<file path="config.mk">
export PLATFORM = sky130hd
export DESIGN_NAME = uart_tx
export DESIGN_NICKNAME = d
export VERILOG_FILES = /design/src/rtl/uart_tx.sv
export SDC_FILE = /design/constraint.sdc
export NUM_CORES = 1
export LEC_CHECK = 0
export BUFFER_PORTS_ARGS = -buffer_cell sky130_fd_sc_hd__buf_2
export CORE_MARGIN = 4
export CORE_UTILIZATION = 53
export CTS_CLUSTER_DIAMETER = 30
export DETAILED_ROUTE_END_ITERATION = 8
export GPL_TIMING_DRIVEN = 0
export PLACE_DENSITY_LB_ADDON = 0.2
export SLEW_MARGIN = 0
export SYNTH_ARGS = -nofsm -noshare
export SYNTH_HDL_FRONTEND = slang
export SYNTH_SLANG_ARGS = --single-unit
export TNS_END_PERCENT = 20
</file>
<file path="constraint.sdc">
create_clock -name clock_i -period 2.5 [get_ports clock_i]
set_input_delay 0.5 -clock clock_i [delete_from_list [all_inputs] [get_ports clock_i]]
set_output_delay 0.5 -clock clock_i [all_outputs]
set_load 0.03 [all_outputs]
</file>
<file path="src/rtl/uart_tx.sv">
// Byte-serial UART transmitter: start bit, 8 data bits LSB first, optional parity, 1 or 2 stop bits.
// The bit rate comes from a 16-bit divider that is latched with each accepted byte.
module uart_tx (
  input  logic        clock_i,
  input  logic        reset_i,
  input  logic        write_i,
  input  logic [7:0]  data_i,
  input  logic        two_stop_bits_i,
  input  logic        parity_bit_i,
  input  logic        parity_even_i,
  input  logic [15:0] clock_divider_i,
  output logic        serial_o,
  output logic        busy_o
);

  typedef enum logic [2:0] {IDLE, START, DATA, PARITY, STOP1, STOP2} state_t;

  state_t      state_q, state_d;
  logic [2:0]  bit_q, bit_d, bit_nxt;
  logic [15:0] cnt_q, cnt_d;
  logic [15:0] div_q, div_d;
  logic [7:0]  data_q, data_d;
  logic        two_stop_q, two_stop_d;
  logic        par_en_q, par_en_d;
  logic        par_even_q, par_even_d;
  logic        serial_d, busy_d;

  function automatic logic parity_of(input logic [7:0] d, input logic even);
    return even ? (^d) : ~(^d);
  endfunction

  always_comb begin
    state_d    = state_q;
    bit_d      = bit_q;
    cnt_d      = cnt_q;
    div_d      = div_q;
    data_d     = data_q;
    two_stop_d = two_stop_q;
    par_en_d   = par_en_q;
    par_even_d = par_even_q;
    serial_d   = serial_o;
    busy_d     = busy_o;
    bit_nxt    = bit_q + 3'd1;

    case (state_q)
      IDLE: begin
        serial_d = 1'b1;
        busy_d   = 1'b0;
        if (write_i) begin
          data_d     = data_i;
          two_stop_d = two_stop_bits_i;
          par_en_d   = parity_bit_i;
          par_even_d = parity_even_i;
          div_d      = (clock_divider_i == 16'd0) ? 16'd1 : clock_divider_i;
          cnt_d      = div_d - 16'd1;
          state_d    = START;
          serial_d   = 1'b0;
          busy_d     = 1'b1;
        end
      end
      default: begin
        busy_d = 1'b1;
        if (cnt_q != 16'd0) begin
          cnt_d = cnt_q - 16'd1;
        end else begin
          // Bit time expired: reload the counter and present the next symbol.
          cnt_d = div_q - 16'd1;
          case (state_q)
            START: begin
              state_d  = DATA;
              bit_d    = 3'd0;
              serial_d = data_q[0];
            end
            DATA: begin
              if (bit_q == 3'd7) begin
                if (par_en_q) begin
                  state_d  = PARITY;
                  serial_d = parity_of(data_q, par_even_q);
                end else begin
                  state_d  = STOP1;
                  serial_d = 1'b1;
                end
              end else begin
                bit_d    = bit_nxt;
                serial_d = data_q[bit_nxt];
              end
            end
            PARITY: begin
              state_d  = STOP1;
              serial_d = 1'b1;
            end
            STOP1: begin
              serial_d = 1'b1;
              if (two_stop_q) begin
                state_d = STOP2;
              end else begin
                state_d = IDLE;
                busy_d  = 1'b0;
              end
            end
            STOP2: begin
              serial_d = 1'b1;
              state_d  = IDLE;
              busy_d   = 1'b0;
            end
            default: begin
              state_d  = IDLE;
              serial_d = 1'b1;
              busy_d   = 1'b0;
            end
          endcase
        end
      end
    endcase
  end

  always_ff @(posedge clock_i) begin
    if (!reset_i) begin
      state_q  <= IDLE;
      bit_q    <= 3'd0;
      cnt_q    <= 16'd0;
      serial_o <= 1'b1;
      busy_o   <= 1'b1;
    end else begin
      state_q  <= state_d;
      bit_q    <= bit_d;
      cnt_q    <= cnt_d;
      serial_o <= serial_d;
      busy_o   <= busy_d;
    end
  end

  // Frame contents and configuration are only meaningful once a byte is accepted.
  always_ff @(posedge clock_i) begin
    div_q      <= div_d;
    data_q     <= data_d;
    two_stop_q <= two_stop_d;
    par_en_q   <= par_en_d;
    par_even_q <= par_even_d;
  end

endmodule

</file>
==> metrics.yaml <==
outcome: "finished, final reports clean"
skew_ns: 0.00613
ir_worst_vdd_mv: 0.664
grt_max_degree: 30
cp_slowest_stage_delay_ns: 0.54
core-area_sq_um: 5170
critPathArrivalTime_ns: 2.70
path_max_fanout: 4
place.gp.congestion: 0.891
drc: 0
grt_usage_pct: 22.9
design_area_sq_um: 3430
clk_pin_slew_ns: 0.10
worstReg2RegEnd: "cnt_q[4]"
fin_crit_ns: 2.49
first_pass_iters: 5
cts_buffers: 5
cts.sinks: 51
seq_area_frac_synth_pct: 45.3
reg2reg_slack_ns: 0.008
place_area_sq_um: 3100
layout_common_cells: "buf_2 (31), edfxtp_1 (27), nor2_1 (26)"
total_power_w: 0.00451
area_growth_pct: 20.2
instances_no_fill: 413
switching_share_pct: 42.0
critPathMostFrequentCell: "buf_6"
die_x_um: 81.3
cts_tree: "yes"
crit_type: "register to register"
r2r-start: "cnt_q[8]"
slew_headroom_pct: 53.0
cts_max_level: 2
num_io_pins: 32
worstSkewPairLatency_ns: 0.30
post-route-period-util_pct: 99.7
ys.flop_type: "edfxtp_1"
cp-end-kind: "register"
drtAntennaViolNets: 0
antenna_found_initial: 0
powerDensity_nw_per_um2: 1320
worstPathCellList: "or4_4, nor3_4, and3_1, buf_6, a211o_1, o21ai_1, ha_2, buf_6, a311oi_2, a21oi_1, a311oi_1"
finalWirelength_um: 7390
antenna_cells: 0
dpl_worst_slack_ns: -0.875
setup_ws_ns: 0.00769
crit_path_end: "cnt_q[4]"
hp-class: "input port to register"
sequentialPowerShare_pct: 30.9
yosys_warnings: 0
die_height_um: 81.3
via_per_inst: 6.27
synth-edff-count: 27
numPortBuffers: 31
grt_pass1_wl_um: 11500
cp-start-kind: "register"
crit_start: "cnt_q[8]"
p_int_w: 0.00262
r2r_cells: 11
dieArea_sq_um: 6620
syn_nets: 323
ys_async_sr_fraction_pct: 0
hold_viol: 0
pwr-share-comb_pct: 53.8
final_common_cell: "buf_2"
synth_area_sq_um: 2850
grt_pass1_vias: 2280
hold_buffers: 0
cts_buffer_depth: 2
start_util_pct: 55.1
setup_viol: 0
cp.required_ns: 2.71
rsz0062_at_grt: "true"
wl_per_cell_um: 17.9
vias: 2591
avgSynthCellArea_sq_um: 9.83
p_clk_share_pct: 15.2
finalSetupTns_ns: 0
finalNetCount: 375
p_switching_w: 0.00189
cp_slowest_cell: "or4_4"
fillers: 412
p_leak_nw: 1.31
max-cap-violations: 0
ys_types: 55
timing.fmax_ghz: 0.401
drive_above_1_share_pct: 27.7
tightest_slew_ns: 0.705
rows: 26
clock_tree.root_cell: "clkbuf_8"
netlist_instances: 290
synth_seq_cells: 51
place_inst: 391
initialDrtViolationCount: 351
grt.overflow.total: 0
slew_violations: 0
dp_hpwl_um: 4970
[worst min path at each step]
stage	to	depth (start not counted)	from	slack, ns
floorplan	bit_q[1]	2	bit_q[1]	0.45
global placement	bit_q[2]	2	bit_q[2]	0.46
detailed placement	bit_q[2]	2	bit_q[2]	0.47
CTS	data_q[3]	1	data_i[3]	0.36
global route	two_stop_q	1	two_stop_bits_i	0.35
finish	data_q[3]	1	data_i[3]	0.36
[sequential cells by signal, summed over array words and instances (netlist names)]
name,count
state_q,3
busy_o,1
bit_q,3
par_en_q,1
cnt_q,16
data_q,8
par_even_q,1
two_stop_q,1
div_q,16
serial_o,1
[worst max-delay path, delay by kind of cell, from the launching register on]
kind | cells | cell delay [ns]
compound gates | 5 | 0.71
flops | 1 | 0.34
fa+ha+maj | 1 | 0.21
simple gates | 3 | 0.91
buf+inv | 2 | 0.23
[stage by stage]
stage / util, % / hold WS [ns]
detailed placement: 59.9 / 0.469
global placement: 59.9 / 0.462
CTS: 64.3 / 0.357
floorplan: - / 0.449
global route: 66.2 / 0.351
finish: 66.2 / 0.360
[cell type report]
cell class / instances / area (sq um) / area share (%)
Clock buffer: 5 / 68.8 / 2.01
Clock inverter: 3 / 67.6 / 1.97
Tap cell: 70 / 87.6 / 2.56
Timing Repair Buffer: 47 / 279 / 8.14
Buffer: 30 / 169 / 4.93
Sequential cell: 51 / 1300 / 37.9
Inverter: 5 / 18.8 / 0.548
Multi-Input combinational cell: 202 / 1440 / 41.9
[metal layers]
layer  vias up  global-route usage [%]  wire [um]
li1       1210                       -          -
met1      1226                    32.4       3270
met2       138                    35.3       3360
met3        17                    4.43        627
met4         0                    6.93        133
met5         -                       0          0
[cell usage after synthesis (2+ instances only)]
library cell	instances	area (sq um)
a31oi_1	6	37.5
a21oi_1	12	60.1
a211o_1	6	52.6
nor4_1	4	25.0
buf_2	3	15.0
nand2b_1	5	31.3
mux2i_1	7	70.1
a21oi_2	3	26.3
o31ai_1	2	15.0
nor3_1	9	45.0
or4_4	2	22.5
clkbuf_1	24	90.1
a311o_1	2	20.0
a211oi_1	8	60.1
nand2_1	13	48.8
a311oi_1	3	26.3
nor2_1	26	97.6
a41oi_1	5	43.8
dfxtp_1	24	480
mux4_2	2	45.0
o2bb2ai_1	2	17.5
buf_6	4	45.0
a41o_1	3	30.0
o21ai_1	4	20.0
nor2_2	2	12.5
a31o_1	2	17.5
nand3_1	10	50.1
a21o_1	3	22.5
and2_1	3	18.8
or3_1	3	18.8
buf_4	2	15.0
edfxtp_1	27	811
nand4_1	6	37.5
xor2_1	2	17.5
xnor2_1	6	52.6
ha_1	3	37.5
inv_1	5	18.8
o21ai_0	20	100
[kinds of logic after synthesis]
| group | Yosys count | share of synthesized area [%] |
|---|---|---|
| AO/OA/AOI/OAI | 89 | 22.2 |
| XOR/XNOR | 9 | 3.25 |
| adder cells (fa/ha/maj) | 3 | 1.32 |
| buffers and inverters | 38 | 6.45 |
| flip-flops | 51 | 45.3 |
| multiplexers | 9 | 4.04 |
| AND/OR/NAND/NOR | 91 | 17.4 |
[power groups by stage]
stage          clock [W]  combinational (W)  sequential, W
2_1_floorplan          0            0.00152        0.00133
3_3_place_gp           0            0.00194        0.00137
3_5_place_dp           0            0.00198        0.00138
4_1_cts         0.000689            0.00215        0.00137
5_1_grt         0.000731            0.00259        0.00142
6_report        0.000687            0.00243        0.00139
[timing repair]
action | 4_1_cts | 5_1_grt
pin swaps | 5 | 8
resized for setup | 16 | 11
setup buffers | 8 | 8
cloned | 0 | 1
endpoints found under the setup margin | 43 | 16
No activity file was read; power rests on OpenSTA's default activity.
